--- src/rtl/dds_sweep_ctrl_if.sv ---
// dds_sweep_ctrl_if
// Groups the sweep configuration handshake, the abort request and the DDS
// phase/status outputs of dds_sweep_ctrl.
//   master : host/register side (drives cfg_*, abort; observes status)
//   slave  : dds_sweep_ctrl
// Signals:
//   cfg_valid/cfg_ready  configuration handshake (ready only while idle)
//   cfg_start_inc        first phase increment
//   cfg_stop_inc         final phase increment
//   cfg_step             increment change per segment
//   cfg_dwell            each increment is held for cfg_dwell+1 cycles
//   cfg_continuous       1 = repeat sweep forever, 0 = single sweep
//   abort                stop the running sweep
//   angle                phase to dds_top
//   cur_inc              increment currently applied
//   busy                 sweep running
//   done                 one-cycle pulse at the end of a single sweep
interface dds_sweep_ctrl_if #(
  parameter int DDS_P_DW = 24,
  parameter int DWELL_W  = 16
);
  logic                cfg_valid;
  logic                cfg_ready;
  logic [DDS_P_DW-1:0] cfg_start_inc;
  logic [DDS_P_DW-1:0] cfg_stop_inc;
  logic [DDS_P_DW-1:0] cfg_step;
  logic [DWELL_W-1:0]  cfg_dwell;
  logic                cfg_continuous;
  logic                abort;
  logic [DDS_P_DW-1:0] angle;
  logic [DDS_P_DW-1:0] cur_inc;
  logic                busy;
  logic                done;

  modport master (
    output cfg_valid, cfg_start_inc, cfg_stop_inc, cfg_step, cfg_dwell,
           cfg_continuous, abort,
    input  cfg_ready, angle, cur_inc, busy, done
  );

  modport slave (
    input  cfg_valid, cfg_start_inc, cfg_stop_inc, cfg_step, cfg_dwell,
           cfg_continuous, abort,
    output cfg_ready, angle, cur_inc, busy, done
  );
endinterface

--- src/rtl/dds_sweep_ctrl.sv ---
// dds_sweep_ctrl
// Frequency-sweep scheduler driving the phase (angle) input of dds_top.
// A configuration handshake loads start/stop increment, step and dwell; the
// block then accumulates phase with an increment that steps from start to
// stop, holding each value for dwell+1 cycles.
// Ports:
//   clk    the only clock
//   rst_n  asynchronous active-low reset
//   sw     dds_sweep_ctrl_if.slave (configuration, abort, angle/status)
// Build option:
//   DDS_SWEEP_TRIANGLE_EN  when defined, the sweep returns from stop back to
//                          start (triangle); otherwise sawtooth only.
//
// state  | meaning
// -------+---------------------------------------------------------------
// S_IDLE | waiting for a configuration, angle held
// S_RUN  | accumulating, increment stepping up towards stop
// S_DOWN | accumulating, increment stepping down towards start (triangle)
module dds_sweep_ctrl #(
  parameter int DDS_P_DW = 24,
  parameter int DWELL_W  = 16
) (
  input  logic             clk,
  input  logic             rst_n,
  dds_sweep_ctrl_if.slave  sw
);

`ifdef DDS_SWEEP_TRIANGLE_EN
  typedef enum logic [1:0] {S_IDLE, S_RUN, S_DOWN} state_t;
`else
  typedef enum logic [1:0] {S_IDLE, S_RUN} state_t;
`endif

  state_t              state_q, state_d;
  logic [DDS_P_DW-1:0] angle_q, angle_d;
  logic [DDS_P_DW-1:0] cur_inc_q, cur_inc_d;
  logic [DWELL_W-1:0]  dwell_cnt_q, dwell_cnt_d;
  logic [DWELL_W-1:0]  dwell_q, dwell_d;
  logic [DDS_P_DW-1:0] start_q, start_d;
  logic [DDS_P_DW-1:0] stop_q, stop_d;
  logic [DDS_P_DW-1:0] step_q, step_d;
  logic                cont_q, cont_d;
  logic                done_q, done_d;

  // Up-step is formed one bit wider so a large step can never wrap past stop.
  logic [DDS_P_DW:0]   sum_up;
  logic [DDS_P_DW-1:0] up_next;
  logic [DDS_P_DW-1:0] restart_inc;
  logic                seg_end;

  assign sum_up  = {1'b0, cur_inc_q} + {1'b0, step_q};
  assign up_next = (sum_up > {1'b0, stop_q}) ? stop_q : sum_up[DDS_P_DW-1:0];
  assign seg_end = (dwell_cnt_q == '0);

`ifdef DDS_SWEEP_TRIANGLE_EN
  // Down-step: borrow in the wide difference means we went below zero,
  // which clamps to start just like undershooting start does.
  logic [DDS_P_DW:0]   diff_dn;
  logic [DDS_P_DW-1:0] dn_next;
  logic [DDS_P_DW:0]   sum_rs;

  assign diff_dn = {1'b0, cur_inc_q} - {1'b0, step_q};
  assign dn_next = (diff_dn[DDS_P_DW] || (diff_dn[DDS_P_DW-1:0] < start_q))
                   ? start_q : diff_dn[DDS_P_DW-1:0];
  // Continuous triangle skips the start segment on re-entry, since the
  // descent just finished on it.
  assign sum_rs      = {1'b0, start_q} + {1'b0, step_q};
  assign restart_inc = (sum_rs > {1'b0, stop_q}) ? stop_q : sum_rs[DDS_P_DW-1:0];
`else
  assign restart_inc = start_q;
`endif

  always_ff @(posedge clk or negedge rst_n) begin
    if (!rst_n) begin
      state_q     <= S_IDLE;
      angle_q     <= '0;
      cur_inc_q   <= '0;
      dwell_cnt_q <= '0;
      dwell_q     <= '0;
      start_q     <= '0;
      stop_q      <= '0;
      step_q      <= '0;
      cont_q      <= 1'b0;
      done_q      <= 1'b0;
    end else begin
      state_q     <= state_d;
      angle_q     <= angle_d;
      cur_inc_q   <= cur_inc_d;
      dwell_cnt_q <= dwell_cnt_d;
      dwell_q     <= dwell_d;
      start_q     <= start_d;
      stop_q      <= stop_d;
      step_q      <= step_d;
      cont_q      <= cont_d;
      done_q      <= done_d;
    end
  end

  always_comb begin
    logic sweep_end;
    state_d     = state_q;
    angle_d     = angle_q;
    cur_inc_d   = cur_inc_q;
    dwell_cnt_d = dwell_cnt_q;
    dwell_d     = dwell_q;
    start_d     = start_q;
    stop_d      = stop_q;
    step_d      = step_q;
    cont_d      = cont_q;
    done_d      = 1'b0;
    sweep_end   = 1'b0;

    case (state_q)
      S_IDLE: begin
        if (sw.cfg_valid) begin
          state_d     = S_RUN;
          cur_inc_d   = sw.cfg_start_inc;
          dwell_cnt_d = sw.cfg_dwell;
          dwell_d     = sw.cfg_dwell;
          start_d     = sw.cfg_start_inc;
          stop_d      = sw.cfg_stop_inc;
          step_d      = sw.cfg_step;
          cont_d      = sw.cfg_continuous;
        end
      end

      S_RUN: begin
        angle_d = angle_q + cur_inc_q;
        if (sw.abort) begin
          state_d = S_IDLE;
        end else if (!seg_end) begin
          dwell_cnt_d = dwell_cnt_q - 1'b1;
        end else if (cur_inc_q >= stop_q) begin
`ifdef DDS_SWEEP_TRIANGLE_EN
          // start >= stop has no descent: it is a single segment.
          if (cur_inc_q > start_q) begin
            state_d     = S_DOWN;
            cur_inc_d   = dn_next;
            dwell_cnt_d = dwell_q;
          end else begin
            sweep_end = 1'b1;
          end
`else
          sweep_end = 1'b1;
`endif
        end else begin
          cur_inc_d   = up_next;
          dwell_cnt_d = dwell_q;
        end
      end

`ifdef DDS_SWEEP_TRIANGLE_EN
      S_DOWN: begin
        angle_d = angle_q + cur_inc_q;
        if (sw.abort) begin
          state_d = S_IDLE;
        end else if (!seg_end) begin
          dwell_cnt_d = dwell_cnt_q - 1'b1;
        end else if (cur_inc_q <= start_q) begin
          sweep_end = 1'b1;
        end else begin
          cur_inc_d   = dn_next;
          dwell_cnt_d = dwell_q;
        end
      end
`endif

      default: state_d = S_IDLE;
    endcase

    if (sweep_end) begin
      if (cont_q) begin
        state_d     = S_RUN;
        cur_inc_d   = restart_inc;
        dwell_cnt_d = dwell_q;
      end else begin
        state_d = S_IDLE;
        done_d  = 1'b1;
      end
    end
  end

  assign sw.angle     = angle_q;
  assign sw.cur_inc   = cur_inc_q;
  assign sw.busy      = (state_q != S_IDLE);
  assign sw.cfg_ready = (state_q == S_IDLE);
  assign sw.done      = done_q;

endmodule

--- src/flat_wrapper.sv ---
// flat-port wrapper written by rule: the top's interface ports become plain ports
module dds_sweep_ctrl_flat 
#(
  parameter int DDS_P_DW = 24,
  parameter int DWELL_W  = 16
)
  (clk, rst_n, sw_cfg_valid, sw_cfg_start_inc, sw_cfg_stop_inc, sw_cfg_step, sw_cfg_dwell, sw_cfg_continuous, sw_abort, sw_cfg_ready, sw_angle, sw_cur_inc, sw_busy, sw_done);
  dds_sweep_ctrl_if #(.DDS_P_DW(DDS_P_DW), .DWELL_W(DWELL_W)) sw_i ();
  input  logic clk;
  input  logic rst_n;
  input wire logic [$bits(sw_i.cfg_valid)-1:0] sw_cfg_valid;
  input wire logic [$bits(sw_i.cfg_start_inc)-1:0] sw_cfg_start_inc;
  input wire logic [$bits(sw_i.cfg_stop_inc)-1:0] sw_cfg_stop_inc;
  input wire logic [$bits(sw_i.cfg_step)-1:0] sw_cfg_step;
  input wire logic [$bits(sw_i.cfg_dwell)-1:0] sw_cfg_dwell;
  input wire logic [$bits(sw_i.cfg_continuous)-1:0] sw_cfg_continuous;
  input wire logic [$bits(sw_i.abort)-1:0] sw_abort;
  output wire logic [$bits(sw_i.cfg_ready)-1:0] sw_cfg_ready;
  output wire logic [$bits(sw_i.angle)-1:0] sw_angle;
  output wire logic [$bits(sw_i.cur_inc)-1:0] sw_cur_inc;
  output wire logic [$bits(sw_i.busy)-1:0] sw_busy;
  output wire logic [$bits(sw_i.done)-1:0] sw_done;
  assign sw_i.cfg_valid = sw_cfg_valid;
  assign sw_i.cfg_start_inc = sw_cfg_start_inc;
  assign sw_i.cfg_stop_inc = sw_cfg_stop_inc;
  assign sw_i.cfg_step = sw_cfg_step;
  assign sw_i.cfg_dwell = sw_cfg_dwell;
  assign sw_i.cfg_continuous = sw_cfg_continuous;
  assign sw_i.abort = sw_abort;
  assign sw_cfg_ready = sw_i.cfg_ready;
  assign sw_angle = sw_i.angle;
  assign sw_cur_inc = sw_i.cur_inc;
  assign sw_busy = sw_i.busy;
  assign sw_done = sw_i.done;
  dds_sweep_ctrl #(.DDS_P_DW(DDS_P_DW), .DWELL_W(DWELL_W)) u_core (.clk(clk), .rst_n(rst_n), .sw(sw_i));
endmodule
--- config.mk ---
export PLATFORM = sky130hd
export DESIGN_NAME = dds_sweep_ctrl_flat
export DESIGN_NICKNAME = d
export VERILOG_FILES = /design/src/rtl/dds_sweep_ctrl_if.sv /design/src/rtl/dds_sweep_ctrl.sv /design/src/flat_wrapper.sv
export SDC_FILE = /design/constraint.sdc
export NUM_CORES = 1
export LEC_CHECK = 0
export CAP_MARGIN = 5
export CELL_PAD_IN_SITES_DETAIL_PLACEMENT = 0
export CELL_PAD_IN_SITES_GLOBAL_PLACEMENT = 1
export CORE_MARGIN = 3
export CORE_UTILIZATION = 45
export CTS_CLUSTER_SIZE = 12
export DETAILED_ROUTE_END_ITERATION = 16
export GPL_TIMING_DRIVEN = 0
export PLACE_DENSITY = 0.83
export SETUP_SLACK_MARGIN = 0.02
export SYNTH_ARGS = -nofsm -noshare
export SYNTH_HDL_FRONTEND = slang
export SYNTH_SLANG_ARGS = --single-unit
export TNS_END_PERCENT = 30
--- constraint.sdc ---
create_clock -name clk -period 10.4 [get_ports clk]
set_input_delay 2.08 -clock clk [delete_from_list [all_inputs] [get_ports clk]]
set_output_delay 2.08 -clock clk [all_outputs]
set_load 0.01 [all_outputs]
==> results.yml <==
layout:
  final_cells: 1698
  nFillCells: 2138
  drive_above_1_share: 0.05776
  area_growth_pct: 23.09
  nNetsFinal: 1563
  diodes: 0
synthesis:
  ys_seq_area_frac: 0.3684
  ys_seq_elements: 155
  syn-mean-instance-area_um2: 8.700
  synthXorXnorAreaFrac: 0.03078
  synth_edf_count: 0
  synth_top_family_by_area: "compound AO/OA/AOI/OAI gates"
  synth_mux_area_frac: 0.04160
  synthSimpleGateAreaFrac: 0.2003
  ys_types: 74
  ys_warn_count: 0
  synthesis.nets: 1401
  synth_flop_cell: "dfrtp_1"
  netlist_instances: 1210
  synth_compound_area_frac: 0.2056
  synthArstFlopShare: 1.000
  synth_area_um2: 10530
  yosys.area_share.adder: 0.1179
job:
  maxCapViolations: 0
detailed_routing:
  drc_errors: 0
  drt-wirelength-per-cell_um: 19.40
  vias_per_cell: 5.697
  dr_total_vias: 9674
  drt_pass1_iterations: 5
  drt.antenna.violating_nets: 0
  drtIter0Drc: 683
  wl_um: 32950
clock_network:
  cts_buffer_depth: 2
  cts.sinks: 155
  cts-root-buf: "clkbuf_16"
  clk_latency_ns: 0.44
  cts_resized: 0
  post_cts_buffers: 0
  hold_buffers: 0
  clk_pin_slew_ns: 0.06
  cts_tree: "yes"
  cts_max_level: 4
  cts_inserted_buffers: 17
power:
  p_leak_nw: 5.947
  power.switching_w: 0.001460
  seq_power_share: 0.287
  ir_drop_mv: 0.1108
  swShare: 0.4306
  intPower_w: 0.001930
  combPwrFrac: 0.527
  pwr-share-clk: 0.186
  p_per_area_nw_per_um2: 261.6
sta:
  holdWs_ns: 0.4666
  period_share: 0.5186
  max_freq_ghz: 0.1854
  drv_slew: 0
  finalWorstSetupSlack_ns: 5.007
  period_minus_slack_ns: 5.393
  worstMarginPinSlew_ns: 0.9931
  clock_skew_ns: 0.01288
  rsz0062_at_grt: "no"
  setup_tns_ns: 0
  relSlewSlack: 0.3379
  setup_violations: 0
  hold_viol_final: 0
critical_path:
  worstSetupPathType: "flop to flop"
  end_kind: "flop"
  critPathSlowestCell: "o311ai_1"
  crit_end: "u_core.sw.cur_inc[10]$_DFF_PN0_"
  critical_path_depth: 16
  cp-startpoint: "u_core.sw.cur_inc[6]$_DFF_PN0_"
  rrSetupSlack_ns: 5.01
  worstPathCellList: "ha_1 > o211ai_1 > a21oi_1 > a211oi_2 > nor4_1 > nor2_1 > o311ai_1 > ha_1 > and3_1 > a2111oi_0 > and3b_1 > a21oi_1 > a21o_1 > nor3b_2 > buf_4 > a221o_1"
  crit_family: "compound AO/OA/AOI/OAI gates"
  crit_buf_inv: 1
  start_kind: "flop"
  r2r_cells: 16
  worstPathArrival_ns: 5.70
  worstReg2RegStart: "u_core.sw.cur_inc[6]$_DFF_PN0_"
  required_ns: 10.71
  worstReg2RegEnd: "u_core.sw.cur_inc[10]$_DFF_PN0_"
  max_stage_delay_ns: 0.58
  worstPathMaxFanout: 10
floorplanning:
  dieArea_um2: 25270
  placementRows: 55
  coreArea_um2: 22850
  num_io_pins: 144
  die_w_um: 159.0
  die_y_um: 159.0
  start_util: 0.4608
placed_design:
  post-place-ws_ns: 4.993
  port_buffers: 142
  gp_congestion: 0.8878
  hpwl_um: 25310
  numPlacedInstances: 1666
grt:
  track_usage: 0.2597
  antenna_found_initial: 0
  overflow: 0
  grt_max_degree: 90
  grt_pass1_wl_um: 52400
  grt_pass1_vias: 9435
min_path:
  hold_path_class: "flop to flop"
outcome:
  outcome: "finished, final reports clean"
power groups by stage:
stage / registers (W) / logic, W / clock network, W
after floorplan: 0.000929 / 0.00122 / 0
after global placement: 0.000976 / 0.00174 / 0
after detailed placement: 0.000978 / 0.00177 / 0
after CTS: 0.000969 / 0.00178 / 0.000638
after global routing: 0.000995 / 0.00201 / 0.000663
final: 0.000972 / 0.00179 / 0.000631
state kept, by name (all words and copies together), names as in the netlist:
signal              count
u_core.cont_q           1
u_core.dwell_cnt_q     16
u_core.dwell_q         16
u_core.restart_inc     24
u_core.state_q          1
u_core.step_q          24
u_core.stop_q          24
u_core.sw.angle        24
u_core.sw.cur_inc      24
u_core.sw.done          1
metal layers:
layer  global-route usage  vias up  wire length (um)
li1                     -     4700                 -
met1               0.3637     4637             15130
met2               0.4255      306             15210
met3              0.04006       31              2054
met4              0.06367        0               554
met5                    0        -                 0
per-stage QoR:
stage / util / total power, W / cell area [um2]
final: 0.5672 / 0.003390 / 12960
after global routing: 0.5672 / 0.003664 / 12960
after CTS: 0.5672 / 0.003388 / 12960
after detailed placement: 0.5416 / 0.002747 / 12370
after global placement: 0.5401 / 0.002715 / 12340
after floorplan: - / 0.002151 / 10530
area by class of cell:
class | count | area, um2 | share of cell area
clock buffers | 19 | 452.9 | 0.03495
repair buffers | 143 | 1454 | 0.1122
plain buffers | 45 | 200.2 | 0.01545
multi-input cells | 964 | 6276 | 0.4843
flip-flops and latches | 155 | 3879 | 0.2993
inverters | 46 | 172.7 | 0.01332
well taps | 313 | 391.6 | 0.03022
clock inverters | 13 | 132.6 | 0.01023
layout by cell type, fill, tap and decap left out, drive strengths merged, types with 7 or more instances in the layout:
cell and count:
nand2b 7, nand4 14, a21oi 74, nand2 285, a221o 46, a211o 7, a211oi 11, inv 52
ha 96, o21ai 72, xnor2 26, and2 7, nor3 19, mux2i 28, nor4 7, clkdlybuf4s50 141
o31ai 11, dfrtp 155, buf 21, nor2 75, clkbuf 45, nor2b 11, and3 10, mux2 14
o211ai 10, xor2 11, o21a 7, a21o 20, nand3 18, or3 9
kinds of logic (layout without fill, tap and decap cells):
kind of cell | Yosys count | count (layout)
XOR/XNOR | 37 | 37
AO/OA/AOI/OAI | 307 | 307
multiplexers | 42 | 42
buffers and inverters | 91 | 266
AND/OR/NAND/NOR | 480 | 480
flip-flops | 155 | 155
adder cells (fa/ha/maj) | 98 | 98
cells in the mapped netlist (14+ instances only):
library cell  number  area share
a221o_1           46       0.044
a21o_1            20       0.014
o21ai_0           69       0.033
a21oi_1           73       0.035
clkbuf_1          26      0.0093
nor3_1            16      0.0076
xnor2_1           26       0.022
nor2_1            74       0.026
mux2_2            14       0.015
mux2i_1           28       0.027
ha_1              96        0.11
nand3_1           18      0.0086
nand2_1          285        0.10
inv_1             45       0.016
nand4_1           14      0.0083
dfrtp_1          155        0.37
how the worst min path moves through the flow:
stage / from / endpoint / slack [ns] / cells past startpoint
2_1_floorplan: u_core.restart_inc[0]$_DFFE_PN0P_ / u_core.restart_inc[0]$_DFFE_PN0P_ / 0.44 / 2
3_3_place_gp: u_core.restart_inc[0]$_DFFE_PN0P_ / u_core.restart_inc[0]$_DFFE_PN0P_ / 0.46 / 2
3_5_place_dp: u_core.restart_inc[0]$_DFFE_PN0P_ / u_core.restart_inc[0]$_DFFE_PN0P_ / 0.46 / 2
4_1_cts: u_core.sw.angle[23]$_DFFE_PN0P_ / u_core.sw.angle[23]$_DFFE_PN0P_ / 0.47 / 1
5_1_grt: u_core.sw.angle[23]$_DFFE_PN0P_ / u_core.sw.angle[23]$_DFFE_PN0P_ / 0.48 / 1
6_report: u_core.sw.angle[23]$_DFFE_PN0P_ / u_core.sw.angle[23]$_DFFE_PN0P_ / 0.47 / 1
(Power assumes the default switching activity.)
